## src/rtl/vx_raster_fetch_ctrl.sv

```systemverilog
// Raster stamp fetch controller: round-robin warp arbitration, one fetch in flight.
// Optional perf counters enabled by defining RASTER_FETCH_PERF_EN.
module vx_raster_fetch_ctrl #(
   parameter int NUM_WARPS   = 4,
   parameter int NUM_THREADS = 4,
   parameter int STAMP_W     = 96,
   localparam int WID_W      = $clog2(NUM_WARPS),
   localparam int DATA_W     = NUM_THREADS * STAMP_W
) (
   input  logic                             clk_i,
   input  logic                             reset_i,
`ifdef RASTER_FETCH_PERF_EN
   output logic [31:0]                      perf_stall_cycles_o,
   output logic [31:0]                      perf_empty_cnt_o,
`endif
   input  logic [NUM_WARPS-1:0]             fetch_req_i,
   input  logic [NUM_WARPS*NUM_THREADS-1:0] fetch_tmask_i,
   output logic [NUM_WARPS-1:0]             fetch_gnt_o,
   output logic                             rast_req_valid_o,
   input  logic                             rast_req_ready_i,
   output logic [WID_W-1:0]                 rast_req_wid_o,
   input  logic                             rast_rsp_valid_i,
   output logic                             rast_rsp_ready_o,
   input  logic                             rast_rsp_empty_i,
   input  logic [DATA_W-1:0]                rast_rsp_data_i,
   output logic                             write_enable_o,
   output logic [WID_W-1:0]                 write_wid_o,
   output logic [NUM_THREADS-1:0]           write_tmask_o,
   output logic [DATA_W-1:0]                write_data_o,
   output logic [NUM_WARPS-1:0]             done_valid_o,
   output logic                             done_empty_o
);

   typedef enum logic [1:0] {S_IDLE, S_ISSUE, S_WAIT, S_WRITE} state_e;

   localparam logic [NUM_WARPS-1:0] ONE = NUM_WARPS'(1);

   state_e                   state_q, state_d;
   logic [WID_W-1:0]         rr_ptr_q;
   logic [WID_W-1:0]         wid_q;
   logic [NUM_THREADS-1:0]   tmask_q;
   logic [DATA_W-1:0]        data_q;
   logic                     sel_found;
   logic [WID_W-1:0]         sel_wid;
   logic [WID_W-1:0]         cand;
   logic                     grant;
   logic                     rsp_accept;
   logic [NUM_WARPS-1:0]     gnt_d, gnt_q;
   logic                     req_valid_d, req_valid_q;
   logic                     we_d, we_q;
   logic [NUM_WARPS-1:0]     done_d, done_q;
   logic                     empty_d, empty_q;

   // Round-robin pick: scan warps starting just after the last granted one
   always_comb begin
      sel_found = 1'b0;
      sel_wid   = '0;
      cand      = '0;
      for (int i = 1; i <= NUM_WARPS; i++) begin
         cand = rr_ptr_q + WID_W'(i);
         if (!sel_found && fetch_req_i[cand]) begin
            sel_found = 1'b1;
            sel_wid   = cand;
         end
      end
   end

   assign grant      = (state_q == S_IDLE) && sel_found;
   assign rsp_accept = (state_q == S_WAIT) && rast_rsp_valid_i;

   // State register
   always_ff @(posedge clk_i) begin
      if (reset_i) state_q <= S_IDLE;
      else         state_q <= state_d;
   end

   // Next-state decode
   always_comb begin
      state_d = state_q;
      case (state_q)
         S_IDLE:  if (sel_found) state_d = S_ISSUE;
         S_ISSUE: if (rast_req_ready_i) state_d = S_WAIT;
         S_WAIT:  if (rast_rsp_valid_i)
                     state_d = rast_rsp_empty_i ? S_IDLE : S_WRITE;
         S_WRITE: state_d = S_IDLE;
         default: state_d = S_IDLE;
      endcase
   end

   // Output decode feeding the output registers
   always_comb begin
      gnt_d       = grant ? (ONE << sel_wid) : '0;
      req_valid_d = (state_d == S_ISSUE);
      we_d        = (state_q == S_WRITE);
      empty_d     = rsp_accept && rast_rsp_empty_i;
      done_d      = (we_d || empty_d) ? (ONE << wid_q) : '0;
   end

   // Output registers
   always_ff @(posedge clk_i) begin
      if (reset_i) begin
         gnt_q       <= '0;
         req_valid_q <= 1'b0;
         we_q        <= 1'b0;
         done_q      <= '0;
         empty_q     <= 1'b0;
      end else begin
         gnt_q       <= gnt_d;
         req_valid_q <= req_valid_d;
         we_q        <= we_d;
         done_q      <= done_d;
         empty_q     <= empty_d;
      end
   end

   // Transaction latches: pointer/wid/tmask on grant, stamps on response
   always_ff @(posedge clk_i) begin
      if (reset_i) begin
         rr_ptr_q <= WID_W'(NUM_WARPS - 1);
         wid_q    <= '0;
         tmask_q  <= '0;
         data_q   <= '0;
      end else begin
         if (grant) begin
            rr_ptr_q <= sel_wid;
            wid_q    <= sel_wid;
            tmask_q  <= fetch_tmask_i[sel_wid*NUM_THREADS +: NUM_THREADS];
         end
         if (rsp_accept && !rast_rsp_empty_i) data_q <= rast_rsp_data_i;
      end
   end

`ifdef RASTER_FETCH_PERF_EN
   logic [31:0] stall_q, empty_cnt_q;

   // Stall and empty-response counters
   always_ff @(posedge clk_i) begin
      if (reset_i) begin
         stall_q     <= '0;
         empty_cnt_q <= '0;
      end else begin
         if ((state_q == S_ISSUE && !rast_req_ready_i) ||
             (state_q == S_WAIT && !rast_rsp_valid_i))
            stall_q <= stall_q + 32'd1;
         if (empty_d) empty_cnt_q <= empty_cnt_q + 32'd1;
      end
   end

   assign perf_stall_cycles_o = stall_q;
   assign perf_empty_cnt_o    = empty_cnt_q;
`endif

   assign fetch_gnt_o      = gnt_q;
   assign rast_req_valid_o = req_valid_q;
   assign rast_req_wid_o   = wid_q;
   assign rast_rsp_ready_o = (state_q == S_WAIT) && !reset_i;
   assign write_enable_o   = we_q;
   assign write_wid_o      = wid_q;
   assign write_tmask_o    = tmask_q;
   assign write_data_o     = data_q;
   assign done_valid_o     = done_q;
   assign done_empty_o     = empty_q;

endmodule

```

## config.mk

```make
export PLATFORM = sky130hd
export DESIGN_NAME = vx_raster_fetch_ctrl
export DESIGN_NICKNAME = d
export VERILOG_FILES = /design/src/rtl/vx_raster_fetch_ctrl.sv
export SDC_FILE = /design/constraint.sdc
export NUM_CORES = 1
export LEC_CHECK = 0
export BUFFER_PORTS_ARGS = -buffer_cell sky130_fd_sc_hd__buf_2
export CAP_MARGIN = 20
export CORE_AREA = 2 2 317 319
export DETAILED_ROUTE_END_ITERATION = 8
export DIE_AREA = 0 0 319 321
export REMOVE_ABC_BUFFERS = 1
export SLEW_MARGIN = 10
export SYNTH_ARGS = -nofsm -noshare
export SYNTH_HDL_FRONTEND = slang
export SYNTH_SLANG_ARGS = --single-unit
```

## constraint.sdc

```tcl
create_clock -name clk_i -period 1.5 [get_ports clk_i]
set_input_delay 0.075 -clock clk_i [delete_from_list [all_inputs] [get_ports clk_i]]
set_output_delay 0.075 -clock clk_i [all_outputs]
set_load 0.02 [all_outputs]
```

Yosys cells after proc, flatten, opt, wreduce, memory -nomap -nowiden
Index checks and enable logic that the tools add are counted.
{"block": "op_classes", "mux": 21, "n_reduce_logical": 17, "shift": 3, "eq_ne": 4, "n_bitwise": 2, "order_cmp": 4, "addsub": 3}
{"cell": "2-to-1 mux 2 bit", "n": 8}
{"cell": "variable part select 16 x 5 -> 4 bit", "n": 1}
{"cell": "less-than comparator 2 x 3 -> 1 bit, second input constant", "n": 4}
{"cell": "binary-select mux 1 bit (select 2 bit)", "n": 4}
{"cell": "logical AND 1 bit", "n": 8}
{"cell": "2-to-1 mux 1 bit", "n": 8}
{"cell": "one-hot mux 2 bit (4 select lines)", "n": 1}
{"cell": "<< shifter 1 x 2 -> 4 bit, first input constant", "n": 2}
{"cell": "zero test 1 bit", "n": 5}
{"cell": "adder 2 bit, second input constant", "n": 2}
{"cell": "== test 2 x 1 -> 1 bit, second input constant", "n": 2}
{"cell": "== test 2 bit, second input constant", "n": 2}
{"cell": "OR reduction 2 bit", "n": 2}
{"cell": "adder 2 x 1 -> 2 bit, second input constant", "n": 1}
{"cell": "zero test 2 bit", "n": 1}
{"cell": "inverter 1 bit", "n": 2}
{"cell": "logical OR 1 bit", "n": 1}
{"block": "totals", "input_bits": 409, "elab_cells": 64, "register_bits": 405}

Depth between registers and ports, before layout
Gate-level depths: netlist of the first run.
{"block": "depth", "depth_word": 16, "ltp_mapped": 7, "ltp_nobuf": 5}

Worst setup path before layout of the first run
OpenSTA, ideal clock, no wires.
{"block": "synth_timing", "kind": "register to register", "from": "register rr_ptr_q[0]", "to": "register tmask_q[0], in the netlist write_tmask_o[0]", "arrival_time_ns": 1.312, "n_path_buf": 0, "path_stages_with_launch": 6, "required_time_ns": 1.366, "setup_slack_ns": 0.054, "path_cell_list": "dfxtp_1 -> nand2b_1 -> a21boi_2 -> nor3_4 -> mux2i_1 -> o221ai_2"}
{"block": "synth_via", "elab_chain_cells": 14, "word_cells_on_any_way": 27, "cone_classes": "3 x add/sub; 1 x shift; 16 x mux; 7 x reduce/logical"}
{"element": "start, declared", "line": "39", "source": "logic [WID_W-1:0] rr_ptr_q;"}
{"element": "start signal, assigned", "line": "119", "source": "rr_ptr_q <= WID_W'(NUM_WARPS - 1);"}
{"element": "start signal, assigned", "line": "125", "source": "rr_ptr_q <= sel_wid;"}
{"element": "adder 2 x 1 -> 2 bit", "line": "60", "source": "cand = rr_ptr_q + WID_W'(i);"}
{"element": "binary-select mux 1 bit (select 2 bit)", "line": "61", "source": "if (!sel_found && fetch_req_i[cand]) begin"}
{"element": "2-to-1 mux 1 bit (implied by the code)", "line": "61"}
{"element": "2-to-1 mux 1 bit", "line": "61"}
{"element": "zero test 1 bit", "line": "61"}
{"element": "logical AND 1 bit", "line": "61"}
{"element": "2-to-1 mux 1 bit", "line": "61"}
{"element": "zero test 1 bit", "line": "61"}
{"element": "logical AND 1 bit", "line": "61"}
{"element": "2-to-1 mux 1 bit", "line": "61"}
{"element": "zero test 1 bit", "line": "61"}
{"element": "logical AND 1 bit", "line": "61"}
{"element": "2-to-1 mux 2 bit / 2-to-1 mux 1 bit (equally long branches)", "line": "61"}
{"element": "variable part select 16 x 5 -> 4 bit / logical AND 1 bit (equally long branches)", "line": "127, 68"}
{"element": "end signal, assigned", "line": "127", "source": "tmask_q <= fetch_tmask_i[sel_wid*NUM_THREADS +: NUM_THREADS];"}
{"element": "end, declared", "line": "41", "source": "logic [NUM_THREADS-1:0] tmask_q;"}
Several ways; a longest one is shown, not always the timed one. The select of a mux whose other input is x is not followed.
A chain may end at the register's enable or synchronous reset.

Final worst setup path of the first run
{"block": "layout_timing", "from": "register state_q[0]", "to": "register data_q[36], in the netlist write_data_o[36]"}
{"block": "layout_via", "elab_chain_cells": 3}
{"element": "start, declared", "line": "38", "source": "state_e state_q, state_d;"}
{"element": "start signal, assigned", "line": "74", "source": "else state_q <= state_d;"}
{"element": "== test 2 bit", "line": "69", "source": "assign rsp_accept = (state_q == S_WAIT) && rast_rsp_valid_i;"}
{"element": "logical AND 1 bit", "line": "69"}
{"element": "logical AND 1 bit", "line": "129", "source": "if (rsp_accept && !rast_rsp_empty_i) data_q <= rast_rsp_data_i;"}
{"element": "end signal, assigned", "line": "129"}
{"element": "end, declared", "line": "42", "source": "logic [DATA_W-1:0] data_q;"}
No other way between the ends.

==> metrics.txt, run 1 <==
critical path class reg2reg; Worst-path clk slew 0.06 ns; final wirelength 67,270 um; Peak Freq between 600 and 700 MHz; most frequent cells in the layout buf_2, nand2_1, dlygate4sd3_1; die area 0.1024 mm2; Syn Area/Cell ~8 um2; Critical Path Source Type flip-flop; vias in the first global route about 17,000; Netlist cell types 39; unrepaired setup endpoints after global routing yes; DRC viols 0; First DRT Iteration DRCs 874; Num Clock Sinks ~410; setup slack after layout -0.006955 ns; clk_skew roughly 0.0072 ns; crit end category flip-flop; commonest non-fill, non-tap cell in the layout buf_2; largest net degree at the start of global routing 71; Die H around 320 um; later-pin clock latency in the skew report roughly 0.60 ns; clock root cell clkbuf_16; pre-CTS setup slack -0.1158 ns; Synth warnings 0; max_slew headroom 0.6796; number of synthesized flops with an enable pin 0; share of layout cells above drive strength 1 0.3386; fin crit share 1.005; clock period minus final worst setup slack roughly 1.5 ns; Synth Cell Area about 0.014 mm2; antenna violations before repair 5; Seq/Total Area, Yosys 0.5734; Bufs on Longest Clock Path 3; status finished with violations; global-route wire length before repair approximately 96,000 um; Data required, critical path 2.02 ns; violated checks setup timing; worst hold path type in2reg; Nets roughly 3,400; synthesized flop and latch total around 410; Initial Util 0.1424; Max VDD drop slightly above 800 uV; cells after synthesis 1,781; measured slew at the worst slew-check pin about 0.48 ns; total CTS buffers between 40 and 50; Fin. Hold Viols 0; Design Power around 26,000 uW; row count roughly 120; core area just under 0.1 mm2; pwr dens slightly below 1000 mW/mm2; Setup-failing EPs final 1; via count about 17,000; Final HPWL DP between 40,000 and 50,000 um; GRT Overall Usage 0.1199; CP bufs+invs 2; Critical-path top delay cell dfxtp_2; H-tree depth 2; Die X around 320 um; ys flop type dfxtp_1; FFs w/ async S/R, synth 0; gr ovfl total 0; max cap viols 0; post-DR vias/cell between 3 and 4; Max FO, Critical Path 15; Area growth, synth to finish 85.28%; DRT Pass-1 Iters 5; max-slew violations 0; Top delay family on crit path simple AND/OR/NAND/NOR gates; setup total negative slack -0.006955 ns; I/O pins around 810; slowest stage delay, CP around 0.34 ns; GPL Wtd Cong ~0.84; DR WL/cell 15.44 um; Util after Layout 0.2639; CP Data Arrival Time between 2 and 2.5 ns; PortBufs 812; CP cell instances and4bb_4 > buf_12 > buf_4 > nand2_1 > a21oi_1; TritonCTS clock tree done; Leakage Power roughly 0.011 uW; DRT antenna net count 0
## cell families after synthesis
family                 synth area share
muxes                          0.002832
DFF                              0.5734
AOI/OAI and AO/OA                0.1544
buffers and inverters           0.04531
and+or+nand+nor                  0.2241
## per-stage QoR
step,instance area [um2],instances,hold WS [ns]
6_report,26200,4357,0.01897
5_1_grt,26200,4356,0.01251
4_1_cts,25820,4334,-0.3350
3_5_place_dp,20200,3850,0.3190
3_3_place_gp,20200,3850,0.3143
2_1_floorplan,13510,1644,0.1412
## where the power goes
part           switching (uW)  internal [uW]  total [uW]
combinational            1300           1570        2870
clock                    4840           6900       11700
sequential                105          10900       11000
## worst reg2reg max path: cells and delay by family, from the launching register on
| kind | cells | cell delay (ns) |
|---|---|---|
| buffers and inverters | 2 | 0.46 |
| AND/OR/NAND/NOR | 2 | 0.49 |
| AO/OA/AOI/OAI | 1 | 0.15 |
| flip-flops | 1 | 0.34 |
## synth_stat cells, types with 3 or more instances
cell type,number,area [um2]
inv_1,3,11.26
clkbuf_1,56,210.2
nand2_1,775,2909
o211ai_2,3,37.54
nand2b_1,3,18.77
o31a_1,4,35.03
and4_1,4,35.03
nand3_1,5,25.02
buf_2,77,385.4
o21ai_0,7,35.03
mux2i_1,4,40.04
buf_4,3,22.52
nor2_1,13,48.80
dfxtp_1,405,8108
a21oi_1,390,1952
## flip-flops by register name, indices dropped and copies added, names as in the netlist
| name | cells |
|---|---|
| done_empty_o | 1 |
| done_valid_o | 4 |
| fetch_gnt_o | 4 |
| rast_req_valid_o | 1 |
| rast_req_wid_o | 2 |
| rr_ptr_q | 2 |
| state_q | 2 |
| write_data_o | 384 |
| write_enable_o | 1 |
| write_tmask_o | 4 |
## cell type report
cell class              instances  area (um2)
inverters                       3       11.26
flip-flops and latches        405        8117
fillers                     10550       73080
clock inverters                13       130.1
repair buffers               1328        9374
diodes                          2       5.005
multi-input cells            1236        5504
well taps                    1298        1624
clock buffers                  72        1433
## metal layers
metal / share of wire / wire (um) / GRT usage / vias up
li1: - / - / - / 8237
met1: 0.39 / 26240 / 0.1334 / 7989
met2: 0.48 / 32380 / 0.2049 / 765
met3: 0.077 / 5203 / 0.03809 / 171
met4: 0.051 / 3412 / 0.06205 / 6
met5: 0.00054 / 36 / 0 / -
## path summary, 6_finish.rpt
kind / start / end / slack, ns / cells after the start
max: state_q[0]$_SDFF_PP0_ / write_data_o[36]$_SDFFE_PP0P_ / -0.007 / 5
min: fetch_tmask_i[0] / write_tmask_o[0]$_SDFFE_PP0P_ / 0.02 / 4
min reg2reg: write_data_o[77]$_SDFFE_PP0P_ / write_data_o[77]$_SDFFE_PP0P_ / 0.45 / 2
max reg2reg: state_q[0]$_SDFF_PP0_ / write_data_o[36]$_SDFFE_PP0P_ / -0.007 / 5
## what timing repair did
item / 4_1_cts / 5_1_grt
gates cloned: 0 / 3
pin swaps: 1 / 2
setup endpoints to repair: 7 / 181
setup buffers: 1 / 3
endpoints found under the hold margin: 400 / 12
resized for setup: 14 / 37
hold buffers: 398 / 15
Note: power is estimated with default switching activity, not from simulation.
==> inputs of run 2 (changes only) <==
- HOLD_SLACK_MARGIN: unset -> 0.03
==> run 2 against run 1 <==
Against the previous run: the run still ends with setup timing left; maximum frequency is 0.43% higher; critical path type unchanged; sequential power hardly changed; critical endpoint unchanged; hold slack better by 0.055 ns; clock power hardly changed; critical path depth stayed put.
==> metrics.txt, run 2 (same netlist as run 1, synthesis figures left out) <==
Num Clock Sinks 405 (unchanged); unrepaired setup endpoints after global routing yes (unchanged); Util after Layout 0.2637 (was 0.2639); Design Power 25,630 uW (was 25,640 uW); post-DR vias/cell 3.940 (about the same); fin crit share 1.000 (was 1.005); R2R Path Start state_q[0]$_SDFF_PP0_ (unchanged); Max FO, Critical Path 15 (unchanged); vias in the first global route 17,020 (was 16,920); max_slew headroom 0.7472 (was 0.6796); violated checks setup timing (unchanged); Leakage Power 0.01129 uW (was 0.01128 uW); Nets 3,430 (unchanged); worst hold path type in2reg (unchanged); Initial Util 0.1424 (unchanged); commonest non-fill, non-tap cell in the layout buf_2 (unchanged); Finished Layout Cells 4,358 (was 4,357); total CTS buffers 47 (unchanged); measured slew at the worst slew-check pin 0.3752 ns (was 0.4791 ns); largest net degree at the start of global routing 71 (unchanged); critical path class reg2reg (unchanged); First DRT Iteration DRCs 819 (was 874); clock root cell clkbuf_16 (unchanged); Max VDD drop 812.4 uV (was 829.5 uV); RR Endpoint write_data_o[36]$_SDFFE_PP0P_ (unchanged); DRC viols 0 (unchanged); Hold WS 0.07370 ns (was 0.01897 ns); row count 116 (unchanged); Largest register FFs 384 (unchanged); PortBufs 812 (unchanged); crit end category flip-flop (unchanged); core area 0.09928 mm2 (unchanged); share of layout cells above drive strength 1 0.3369 (was 0.3386); hold path cells 5 (was 4); later-pin clock latency in the skew report 0.60 ns (about the same); Worst-path clk slew 0.06 ns (about the same); FF-to-FF setup slack -0.0006 ns (was -0.007 ns); pwr dens 979.2 mW/mm2 (was 978.8 mW/mm2); antenna violations before repair 5 (unchanged); Peak Freq 666.4 MHz (was 663.6 MHz); setup slack after layout -0.0005691 ns (was -0.006955 ns); Critical Path Source Type flip-flop (unchanged); Post-Place Cells 3,850 (unchanged); CP Data Arrival Time 2.02 ns (was 2.03 ns); Bufs on Longest Clock Path 3 (unchanged); clock period minus final worst setup slack 1.501 ns (was 1.507 ns); max-slew violations 0 (unchanged); via count 17,170 (about the same); I/O pins 813 (unchanged); DRT Pass-1 Iters 5 (unchanged); Hold Path Sink fetch_gnt_o[3]$_SDFF_PP0_ (was write_tmask_o[0]$_SDFFE_PP0P_); DRT antenna net count 0 (unchanged); max cap viols 0 (unchanged); final wirelength 66,960 um (was 67,270 um); Fin. Hold Viols 0 (unchanged); placed cell area 0.02020 mm2 (unchanged); GPL Wtd Cong 0.8436 (unchanged); die area 0.1024 mm2 (unchanged); GRT Overall Usage 0.1200 (was 0.1199); TritonCTS clock tree done (unchanged); Setup-failing EPs final 1 (unchanged); H-tree depth 2 (unchanged); cell area after layout 0.02618 mm2 (was 0.02620 mm2); Worst Reg-to-Reg Cells 5 (unchanged); Final HPWL DP 45,000 um (unchanged); gr ovfl total 0 (unchanged); clk_skew 0.007388 ns (was 0.007233 ns); DR WL/cell 15.36 um (was 15.44 um); most frequent cells in the layout buf_2, nand2_1, dlygate4sd3_1 (unchanged); Area growth, synth to finish 85.13% (was 85.28%); Data required, critical path 2.02 ns (about the same); Die X 319 um (unchanged); status finished with violations (unchanged); Die H 321 um (unchanged); global-route wire length before repair 96,660 um (was 96,430 um); hold path start fetch_req_i[0] (was fetch_tmask_i[0])
==> run 2: cell types whose count changed in the layout (fill, tap and decap cells not counted), moves of 2 or more <==
cell / previous run / this run
dlymetal6s4s_1: 0 / 2
nand2_2: 3 / 1
a21oi_2: 13 / 10
a21oi_1: 379 / 382
nand2_1: 771 / 773
buf_6: 8 / 11
dlygate4sd3_1: 411 / 409
buf_8: 4 / 1
==> run 2: cell type report <==
cell class	instances	area, um2
Antenna cell	3	7.507
Inverter	3	11.26
Clock buffer	72	1433
Multi-Input combinational cell	1236	5488
Tap cell	1298	1624
Fill cell	10540	73100
Sequential cell	405	8117
Timing Repair Buffer	1328	9368
Clock inverter	13	130.1
==> run 2: routing by layer <==
layer / vias to the layer above / track usage / part of all wire
li1: 8238 / - / -
met1: 7968 / 0.1344 / 0.39
met2: 783 / 0.2058 / 0.48
met3: 175 / 0.03702 / 0.076
met4: 6 / 0.06017 / 0.050
met5: - / 0 / 0.00060
==> run 2: worst max path at each step <==
| stage | from | slack, ns | cells past startpoint | endpoint |
|---|---|---|---|---|
| finish | state_q[0]$_SDFF_PP0_ | -0.0006 | 5 | write_data_o[36]$_SDFFE_PP0P_ |
| global route | state_q[0]$_SDFF_PP0_ | -0.04 | 5 | write_data_o[36]$_SDFFE_PP0P_ |
| CTS | state_q[1]$_SDFF_PP0_ | -0.02 | 4 | rast_rsp_ready_o |
| detailed placement | rr_ptr_q[0]$_SDFFE_PP1P_ | -0.12 | 6 | write_tmask_o[3]$_SDFFE_PP0P_ |
| global placement | rr_ptr_q[0]$_SDFFE_PP1P_ | -0.05 | 6 | write_tmask_o[3]$_SDFFE_PP0P_ |
| floorplan | state_q[1]$_SDFF_PP0_ | -8.25 | 3 | write_data_o[0]$_SDFFE_PP0P_ |
==> run 2: what timing repair did <==
item                                   CTS  global route
cloned                                   0             3
endpoints found under the hold margin  402             0
setup endpoints to repair                7           184
pin swaps                                1             2
hold buffers                           413             0
resized for setup                       14            31
buffers inserted                         1             3
==> run 2: critical path: stages (launching register included) <==
cell and delay (ns):
dfxtp_2 0.34, and4bb_4 0.34, buf_12 0.19, buf_4 0.20, nand2_1 0.15, a21oi_1 0.15
==> run 2: metrics by stage <==
stage	TNS (ns)	worst slack, ns
global route	-0.3972	-0.04289
finish	-0.0005691	-0.0005691
CTS	-0.02378	-0.02070
floorplan	-3180.29	-8.251
detailed placement	-0.1964	-0.1158
global placement	-0.05980	-0.04825
==> run 2: power by group <==
part           internal, uW  switching (uW)
Clock                  6900            4840
Sequential            10900             105
Combinational          1570            1300
